**config.mk**
```make
export PLATFORM = sky130hd
export DESIGN_NAME = dsp48a1_slice
export DESIGN_NICKNAME = d
export VERILOG_FILES = /design/src/rtl/dsp48a1_slice.sv
export SDC_FILE = /design/constraint.sdc
export NUM_CORES = 2
export LEC_CHECK = 0
export BUFFER_PORTS_ARGS = -buffer_cell sky130_fd_sc_hd__buf_2
export CAP_MARGIN = 20
export CORE_MARGIN = 8
export CORE_UTILIZATION = 30
export CTS_BUF_LIST = sky130_fd_sc_hd__clkbuf_16
export DETAILED_ROUTE_END_ITERATION = 10
export HOLD_SLACK_MARGIN = 0.15
export PLACE_DENSITY_LB_ADDON = 0.1
export SLEW_MARGIN = 20
export SYNTH_ARGS = -nofsm -noshare
export SYNTH_HDL_FRONTEND = slang
export SYNTH_HIERARCHICAL = 1
export SYNTH_SLANG_ARGS = --single-unit
```
**constraint.sdc**
```tcl
create_clock -name CLK -period 6.7 [get_ports CLK]
set_input_delay 1.34 -clock CLK [delete_from_list [all_inputs] [get_ports CLK]]
set_output_delay 1.34 -clock CLK [all_outputs]
set_load 0.03 [all_outputs]
```
**src/rtl/dsp48a1_slice.sv**
```systemverilog
// DSP48A1-style slice: pre-adder, 18x18 multiplier, 48-bit post-adder with optional pipeline registers.
// Define DSP_PARAM_CHECK_EN to get simulation-time checks of the configuration parameters.

// Pipeline register with synchronous reset, clock enable and optional bypass
module dsp48a1_reg #(
   parameter int unsigned W  = 1,
   parameter int          EN = 1
) (
   input  logic         clk,
   input  logic         rst,
   input  logic         ce,
   input  logic [W-1:0] d,
   output logic [W-1:0] q
);
   logic [W-1:0] r;

   always_ff @(posedge clk) begin
      if (rst)     r <= '0;
      else if (ce) r <= d;
   end

   assign q = (EN == 1) ? r : d;
endmodule

module dsp48a1_slice #(
   parameter int    A0REG       = 0,
   parameter int    A1REG       = 1,
   parameter int    B0REG       = 0,
   parameter int    B1REG       = 1,
   parameter int    CREG        = 1,
   parameter int    DREG        = 1,
   parameter int    MREG        = 1,
   parameter int    PREG        = 1,
   parameter int    CARRYINREG  = 1,
   parameter int    CARRYOUTREG = 1,
   parameter int    OPMODEREG   = 1,
   parameter string CARRYINSEL  = "OPMODE5",
   parameter string B_INPUT     = "DIRECT",
   parameter string RSTTYPE     = "SYNC"
) (
   input  logic        CLK,
   input  logic        RSTA,
   input  logic        RSTB,
   input  logic        RSTC,
   input  logic        RSTD,
   input  logic        RSTM,
   input  logic        RSTP,
   input  logic        RSTCARRYIN,
   input  logic        RSTOPMODE,
   input  logic        CEA,
   input  logic        CEB,
   input  logic        CEC,
   input  logic        CED,
   input  logic        CEM,
   input  logic        CEP,
   input  logic        CECARRYIN,
   input  logic        CEOPMODE,
   input  logic [17:0] A,
   input  logic [17:0] B,
   input  logic [17:0] D,
   input  logic [17:0] BCIN,
   input  logic [47:0] C,
   input  logic [47:0] PCIN,
   input  logic        CARRYIN,
   input  logic [7:0]  OPMODE,
   output logic [35:0] M,
   output logic [47:0] P,
   output logic [47:0] PCOUT,
   output logic [17:0] BCOUT,
   output logic        CARRYOUT,
   output logic        CARRYOUTF
);
   localparam int unsigned DW = 18;
   localparam int unsigned MW = 36;
   localparam int unsigned PW = 48;

   localparam bit CIN_FROM_OP   = (CARRYINSEL == "OPMODE5");
   localparam bit CIN_FROM_PORT = (CARRYINSEL == "CARRYIN");
   localparam bit B_FROM_PORT   = (B_INPUT == "DIRECT");
   localparam bit B_FROM_CASC   = (B_INPUT == "CASCADE");

`ifdef DSP_PARAM_CHECK_EN
   function automatic bit reg_param_bad(input int v);
      return (v != 0) && (v != 1);
   endfunction

   initial begin
      if (!CIN_FROM_OP && !CIN_FROM_PORT) $error("dsp48a1_slice: illegal CARRYINSEL %s", CARRYINSEL);
      if (!B_FROM_PORT && !B_FROM_CASC)   $error("dsp48a1_slice: illegal B_INPUT %s", B_INPUT);
      if (RSTTYPE != "SYNC")              $error("dsp48a1_slice: illegal RSTTYPE %s", RSTTYPE);
      if (reg_param_bad(A0REG) || reg_param_bad(A1REG) || reg_param_bad(B0REG) ||
          reg_param_bad(B1REG) || reg_param_bad(CREG)  || reg_param_bad(DREG)  ||
          reg_param_bad(MREG)  || reg_param_bad(PREG)  || reg_param_bad(CARRYINREG) ||
          reg_param_bad(CARRYOUTREG) || reg_param_bad(OPMODEREG))
         $error("dsp48a1_slice: register enable parameter outside {0,1}");
   end
`endif

   logic [7:0]    op;
   logic [DW-1:0] b0_d, b0, a0, a1, b1_d, b1, d_q, pre;
   logic [PW-1:0] c_q;
   logic [MW-1:0] m_d;
   logic          cin_d, cin;
   logic [PW-1:0] x_mux, z_mux, p_q;
   logic [PW:0]   res;
   logic          co_q;

   dsp48a1_reg #(.W(8),  .EN(OPMODEREG)) u_op (.clk(CLK), .rst(RSTOPMODE), .ce(CEOPMODE), .d(OPMODE), .q(op));
   dsp48a1_reg #(.W(DW), .EN(DREG))      u_d  (.clk(CLK), .rst(RSTD), .ce(CED), .d(D), .q(d_q));
   dsp48a1_reg #(.W(PW), .EN(CREG))      u_c  (.clk(CLK), .rst(RSTC), .ce(CEC), .d(C), .q(c_q));
   dsp48a1_reg #(.W(DW), .EN(A0REG))     u_a0 (.clk(CLK), .rst(RSTA), .ce(CEA), .d(A), .q(a0));
   dsp48a1_reg #(.W(DW), .EN(A1REG))     u_a1 (.clk(CLK), .rst(RSTA), .ce(CEA), .d(a0), .q(a1));

   // An illegal B_INPUT feeds zeros into the B path
   assign b0_d = B_FROM_PORT ? B : (B_FROM_CASC ? BCIN : '0);
   dsp48a1_reg #(.W(DW), .EN(B0REG)) u_b0 (.clk(CLK), .rst(RSTB), .ce(CEB), .d(b0_d), .q(b0));

   assign pre  = op[6] ? (d_q - b0) : (d_q + b0);
   assign b1_d = op[4] ? pre : b0;
   dsp48a1_reg #(.W(DW), .EN(B1REG)) u_b1 (.clk(CLK), .rst(RSTB), .ce(CEB), .d(b1_d), .q(b1));

   assign m_d = MW'(a1) * MW'(b1);
   dsp48a1_reg #(.W(MW), .EN(MREG)) u_m (.clk(CLK), .rst(RSTM), .ce(CEM), .d(m_d), .q(M));

   // An illegal CARRYINSEL forces carry-in to zero
   assign cin_d = CIN_FROM_OP ? op[5] : (CIN_FROM_PORT ? CARRYIN : 1'b0);
   dsp48a1_reg #(.W(1), .EN(CARRYINREG)) u_cin (.clk(CLK), .rst(RSTCARRYIN), .ce(CECARRYIN), .d(cin_d), .q(cin));

   // Operand muxes and 49-bit post-adder; feedback always taken from the P register
   always_comb begin
      x_mux = '0;
      z_mux = '0;
      case (op[1:0])
         2'd1:    x_mux = PW'(M);
         2'd2:    x_mux = p_q;
         2'd3:    x_mux = {d_q[11:0], a1, b1};
         default: x_mux = '0;
      endcase
      case (op[3:2])
         2'd1:    z_mux = PCIN;
         2'd2:    z_mux = p_q;
         2'd3:    z_mux = c_q;
         default: z_mux = '0;
      endcase
      if (op[7]) res = {1'b0, z_mux} - ({1'b0, x_mux} + (PW+1)'(cin));
      else       res = {1'b0, z_mux} + {1'b0, x_mux} + (PW+1)'(cin);
   end

   always_ff @(posedge CLK) begin
      if (RSTP) begin
         p_q  <= '0;
         co_q <= 1'b0;
      end else if (CEP) begin
         p_q  <= res[PW-1:0];
         co_q <= res[PW];
      end
   end

   assign P         = (PREG == 1) ? p_q : res[PW-1:0];
   assign PCOUT     = P;
   assign BCOUT     = b1;
   assign CARRYOUT  = (CARRYOUTREG == 1) ? co_q : res[PW];
   assign CARRYOUTF = CARRYOUT;
endmodule

```
* Word-level counts from Yosys, hierarchy flattened *
Index checks and enable logic that the tools add are counted.

word-level totals
  register bits after elaboration = 196
  input port bits = 194
  output and inout port bits = 152
  word-level logic and storage cells = 27

operators by class
  $add $sub $neg = 6
  multipliers = 1
  eq/ne operators = 6
  multiplexer cells = 5

operators with widths
  kind                  number
  $pmux W48 S3          2
  $add A48 B1 Y49       1
  $add A48 B48 Y49      1
  $add A49 B1 Y49       1
  $mux W49              1
  $sub A48 B49 Y49      1
  $mul A18 B18 Y36      1
  $mux W18              2
  $add A18 B18 Y18      1
  $sub A18 B18 Y18      1
  $eq A2 B2 Y1 const B  4
  $eq A2 B1 Y1 const B  2

* Longest topological paths before layout *
  word-level depth = 5
  depth in mapped cells = 28
  gate-level depth less buffers = 26

* Cells and area by module *
The synthesis kept the hierarchy.

modules (own cells, without submodules)
  module                  instances  cells an instance  area each (µm²)  sequential area each (µm²)
  dsp48a1_slice           1          2,866              22,521.6         980.9
  dsp48a1_reg (u_a1 ...)  3          58                 649.4            360.3
  dsp48a1_reg (u_c)       1          155                1,729.2          960.9
  dsp48a1_reg (u_m)       1          116                1,306.3          720.7
  dsp48a1_reg (u_op)      1          26                 285.3            160.2
  dsp48a1_reg (u_a0 ...)  2          18                 135.1            0.0
  dsp48a1_reg (u_cin)     1          3                  33.8             20.0

* Least setup slack after synthesis *
Ideal clock, no wire load.

  kind = register to register
  start point = reg u_b1.r[3], in the netlist u_b1/q[3]
  end point = reg u_m.r[34], in the netlist u_m/q[34]
  library setup time = 0.117 ns
  data arrival time = 6.708 ns
  data required time = 6.583 ns
  path slack = -0.125 ns
  stages on the path, launching flop included = 26
  buffers on the path = 2
  clock period less this slack = 6.825 ns
  cell sequence = dfxtp_1 > clkbuf_1 > clkbuf_1 > nand2_1 > fa_1 > fa_1 > fa_1 > fa_1 > inv_1 > fa_1 > inv_1 > fa_1 > inv_1 > ha_1 > a21o_1 > a2bb2oi_1 > o311a_1 > o21bai_1 > a211oi_1 > o21bai_1 > a21o_1 > a221oi_1 > o311ai_1 > xor2_1 > mux2i_1 > nor2_1

between the ends
  cells in the longest elaborated chain, start to end = 1

ends and longest elaborated chain
  element                 RTL line  RTL
  from (decl)             15        logic [W-1:0] r;
  from (signal assigned)  18        if (rst) r <= '0;
  from (signal assigned)  19        else if (ce) r <= d;
  $mul A18 B18 Y36        122       assign m_d = MW'(a1) * MW'(b1);
  named net m_d[34]       102       logic [MW-1:0] m_d;
  to (signal assigned)    18
  to (signal assigned)    19
  to (decl)               15

The timed path passes the listed nets, and every way through them passes these cells.
A chain may end at the register's enable or synchronous reset.

* Worst setup path in the final report *
  start point = reg u_a1.r[4], in the netlist u_a1/q[4]
  end point = reg u_m.r[29], in the netlist u_m/q[29]

between the ends
  cells in the longest elaborated chain, start to end = 1

ends and longest elaborated chain
  element                 RTL line
  from (decl)             15
  from (signal assigned)  18
  from (signal assigned)  19
  $mul A18 B18 Y36        122
  named net m_d[29]       102

The timed path passes the listed nets, and every way through them passes these cells.

==> results.yml <==
outcome:
  status: "complete, no violations"
route:
  dr_wl_met2_um: 51900
  vias: 23900
  final_antenna_net_count: 0
  firstDrtPassIters: 7
  met1Wirelength_um: 49900
  drc: 0
  finalWirelength_um: 108000
  wl_per_cell_um: 22.2
  met3_length_um: 3970
  drt-initial-drc-count: 1403
  viasPerCell: 4.91
  top_layer: "met4"
place:
  gp_congestion: 0.891
  placed_cells: 4822
  io_buffers: 326
  dp_hpwl_um: 89400
timing:
  hold_viol_final: 0
  setup_violations: 0
  fmax_mhz: 155
  relSlewSlack: 0.315
  tightestPinTransition_ns: 1.02
  finalCritPeriodShare: 0.960
  clock_skew_ns: 0.0320
  hold_slack_ns: 0.497
  maxSlewViolCount: 0
  min_period_ns: 6.43
  rsz0062_at_grt: "yes"
setup_path:
  start_kind: "flip-flop"
  cp.required_ns: 7.10
  crit_path_end: "u_m/q[29]"
  arrival_ns: 6.83
  r2r-end: "u_m/q[29]"
  criticalPathCategory: "reg2reg"
  worst-path-max-fanout: 10
  r2r_cells: 24
  worstSetupStartpoint: "u_a1/q[4]"
  crit_path_end_kind: "flip-flop"
  r2r-start: "u_a1/q[4]"
  r2r_slack_ns: 0.27
global_routing:
  grt.total_usage: 0.205
  grt-ovfl-total: 0
  grt_max_degree: 53
  grt_pass1_wl_um: 161000
  grt_pass1_vias: 24400
  antenna_found_initial: 5
cts:
  cts_tree: "built"
  clk_pin_slew_ns: 0.10
  clk_path_buf_depth: 2
  cts-root-buf: "clkbuf_16"
  htree_levels: 4
  cts_hold_buf: 0
  clock_sinks: 196
  numCtsBuffers: 17
  clk_latency_ns: 0.55
logic_synthesis:
  syn_inst: 3376
  ys_warn_count: 6
  synth-edff-count: 0
  synth-seq-area-share: 0.140
  syn_avg_cell_area_um2: 8.32
  ys_types: 75
  synthFlopType: "dfxtp_1"
  ys_ff_latch: 196
  syn_nets: 4098
  synth_area_mm2: 0.0281
  synth-async-reset-ratio: 0
floorplan:
  num_rows: 112
  io_pins: 346
  fp.dieW_um: 322
  core_area_mm2: 0.0930
  die_h_um: 322
  dieArea_mm2: 0.104
  initial_core_util: 0.302
power:
  ir_drop_uv: 234
  power_density_mw_per_mm2: 166
  p_leak_nw: 15.8
layout:
  final_cells: 4857
  final_common_cell: "inv_1"
  drive_gt1_frac: 0.181
  fin_util: 0.341
  layout_common_cells: "437 x inv_1, 325 x buf_2, 311 x nand2_1, 308 x nor2_1, 264 x ha_1"
  area_growth_pct: 12.8
  fin_nets: 4311
worst_hold_path:
  hold_class: "reg2reg"
run:
  maxCapViolCount: 0
## what timing repair did
action                                  4_1_cts  5_1_grt
hold endpoints to repair                      0        0
buffers inserted                              0        2
gates resized for setup                       1       48
endpoints found under the setup margin        2       11
pin swaps                                     0       11
## logic make-up (layout without fill, tap and decap cells)
family | Yosys count | in the layout | share of synthesized area
and+or+nand+nor | 950 | 950 | 0.155
buffers and inverters | 703 | 929 | 0.113
AOI/OAI and AO/OA | 591 | 591 | 0.144
adders and majority gates | 528 | 528 | 0.305
muxes | 276 | 276 | 0.103
DFF | 196 | 196 | 0.140
xor gates and xnor gates | 132 | 132 | 0.0412
other | 0 | 1 | 0
## per-layer routing
layer | up-vias | global-route usage
met2 | 453 | 0.347
met1 | 11800 | 0.279
li1 | 11500 | -
met4 | 0 | 0.0449
met3 | 80 | 0.0256
met5 | - | 0
## per-stage QoR
step / setup slack [ns] / area (µm²) / power (W) / setup TNS, ns
finish: 0.268 / 31700 / 0.00525 / 0
global route: -0.0166 / 31700 / 0.00563 / -0.0166
CTS: 0.0149 / 31500 / 0.00530 / 0
detailed placement: -0.0279 / 30900 / 0.00405 / -0.0279
global placement: 0.0325 / 30900 / 0.00407 / 0
floorplan: 0.0585 / 28100 / 0.00320 / 0
## final cells by class
| cell class | count | area [µm²] |
|---|---|---|
| Multi-Input combinational cell | 2477 | 21100 |
| Timing Repair Buffer | 460 | 2760 |
| Fill cell | 10100 | 61400 |
| Inverter | 437 | 1640 |
| Tap cell | 1254 | 1570 |
| Clock buffer | 17 | 425 |
| Clock inverter | 15 | 218 |
| Sequential cell | 196 | 3970 |
| Antenna cell | 1 | 2.50 |
## where the power goes
part	switching [W]	total [W]	internal, W
logic	0.00160	0.00262	0.00102
clock network	0.000683	0.00121	0.000523
registers	0.000165	0.00142	0.00126
## flip-flops by register name, summed over array words and instances, names as in the netlist
signal,flops
u_cin/q,1
CARRYOUT,1
u_b1/q,18
P,48
u_a1/q,18
u_op/q,8
u_d/q,18
u_m/q,36
u_c/q,48
## critical path, cell delays in order (launching register included)
cell     delay, ns
dfxtp_1       0.48
buf_4         0.26
and2_1        0.17
fa_1          0.44
fa_1          0.49
fa_1          0.56
fa_1          0.46
fa_1          0.50
inv_1         0.05
fa_1          0.47
inv_1         0.04
ha_1          0.28
a21o_1        0.17
a21o_1        0.18
a21oi_2       0.16
nor2b_1       0.06
o21ai_1       0.14
o41ai_2       0.09
buf_4         0.18
or4_1         0.44
a31o_2        0.25
a21oi_1       0.16
xnor2_1       0.08
mux2i_1       0.14
nor2_1        0.05
## worst min-delay path by stage
stage	startpoint	endpoint	depth (start not counted)
after global placement	u_c/q[7]	u_c/q[7]	2
after CTS	u_c/q[22]	u_c/q[22]	2
after floorplan	u_c/q[0]	u_c/q[0]	2
after detailed placement	u_c/q[30]	u_c/q[30]	2
final	u_c/q[9]	u_c/q[9]	2
after global routing	u_c/q[9]	u_c/q[9]	2
## synth_stat cells (24+ instances only)
cell / count / area share
inv_1: 437 / 0.058
dfxtp_1: 196 / 0.14
buf_4: 87 / 0.023
xnor2_1: 91 / 0.028
fa_1: 261 / 0.19
a22o_1: 64 / 0.020
nor3_1: 37 / 0.0066
o21ai_0: 89 / 0.016
o21bai_1: 33 / 0.0088
a22oi_1: 24 / 0.0064
ha_1: 267 / 0.12
mux2i_1: 177 / 0.063
a21oi_1: 156 / 0.028
nand3_1: 28 / 0.0050
mux2_2: 98 / 0.039
xor2_1: 41 / 0.013
a211oi_1: 36 / 0.0096
nand2_1: 312 / 0.042
a21o_1: 57 / 0.015
and2_1: 140 / 0.031
nor2b_1: 31 / 0.0069
nand4_1: 25 / 0.0056
clkbuf_1: 139 / 0.019
nor2_1: 310 / 0.041
Note: power is estimated with default switching activity, not from simulation.
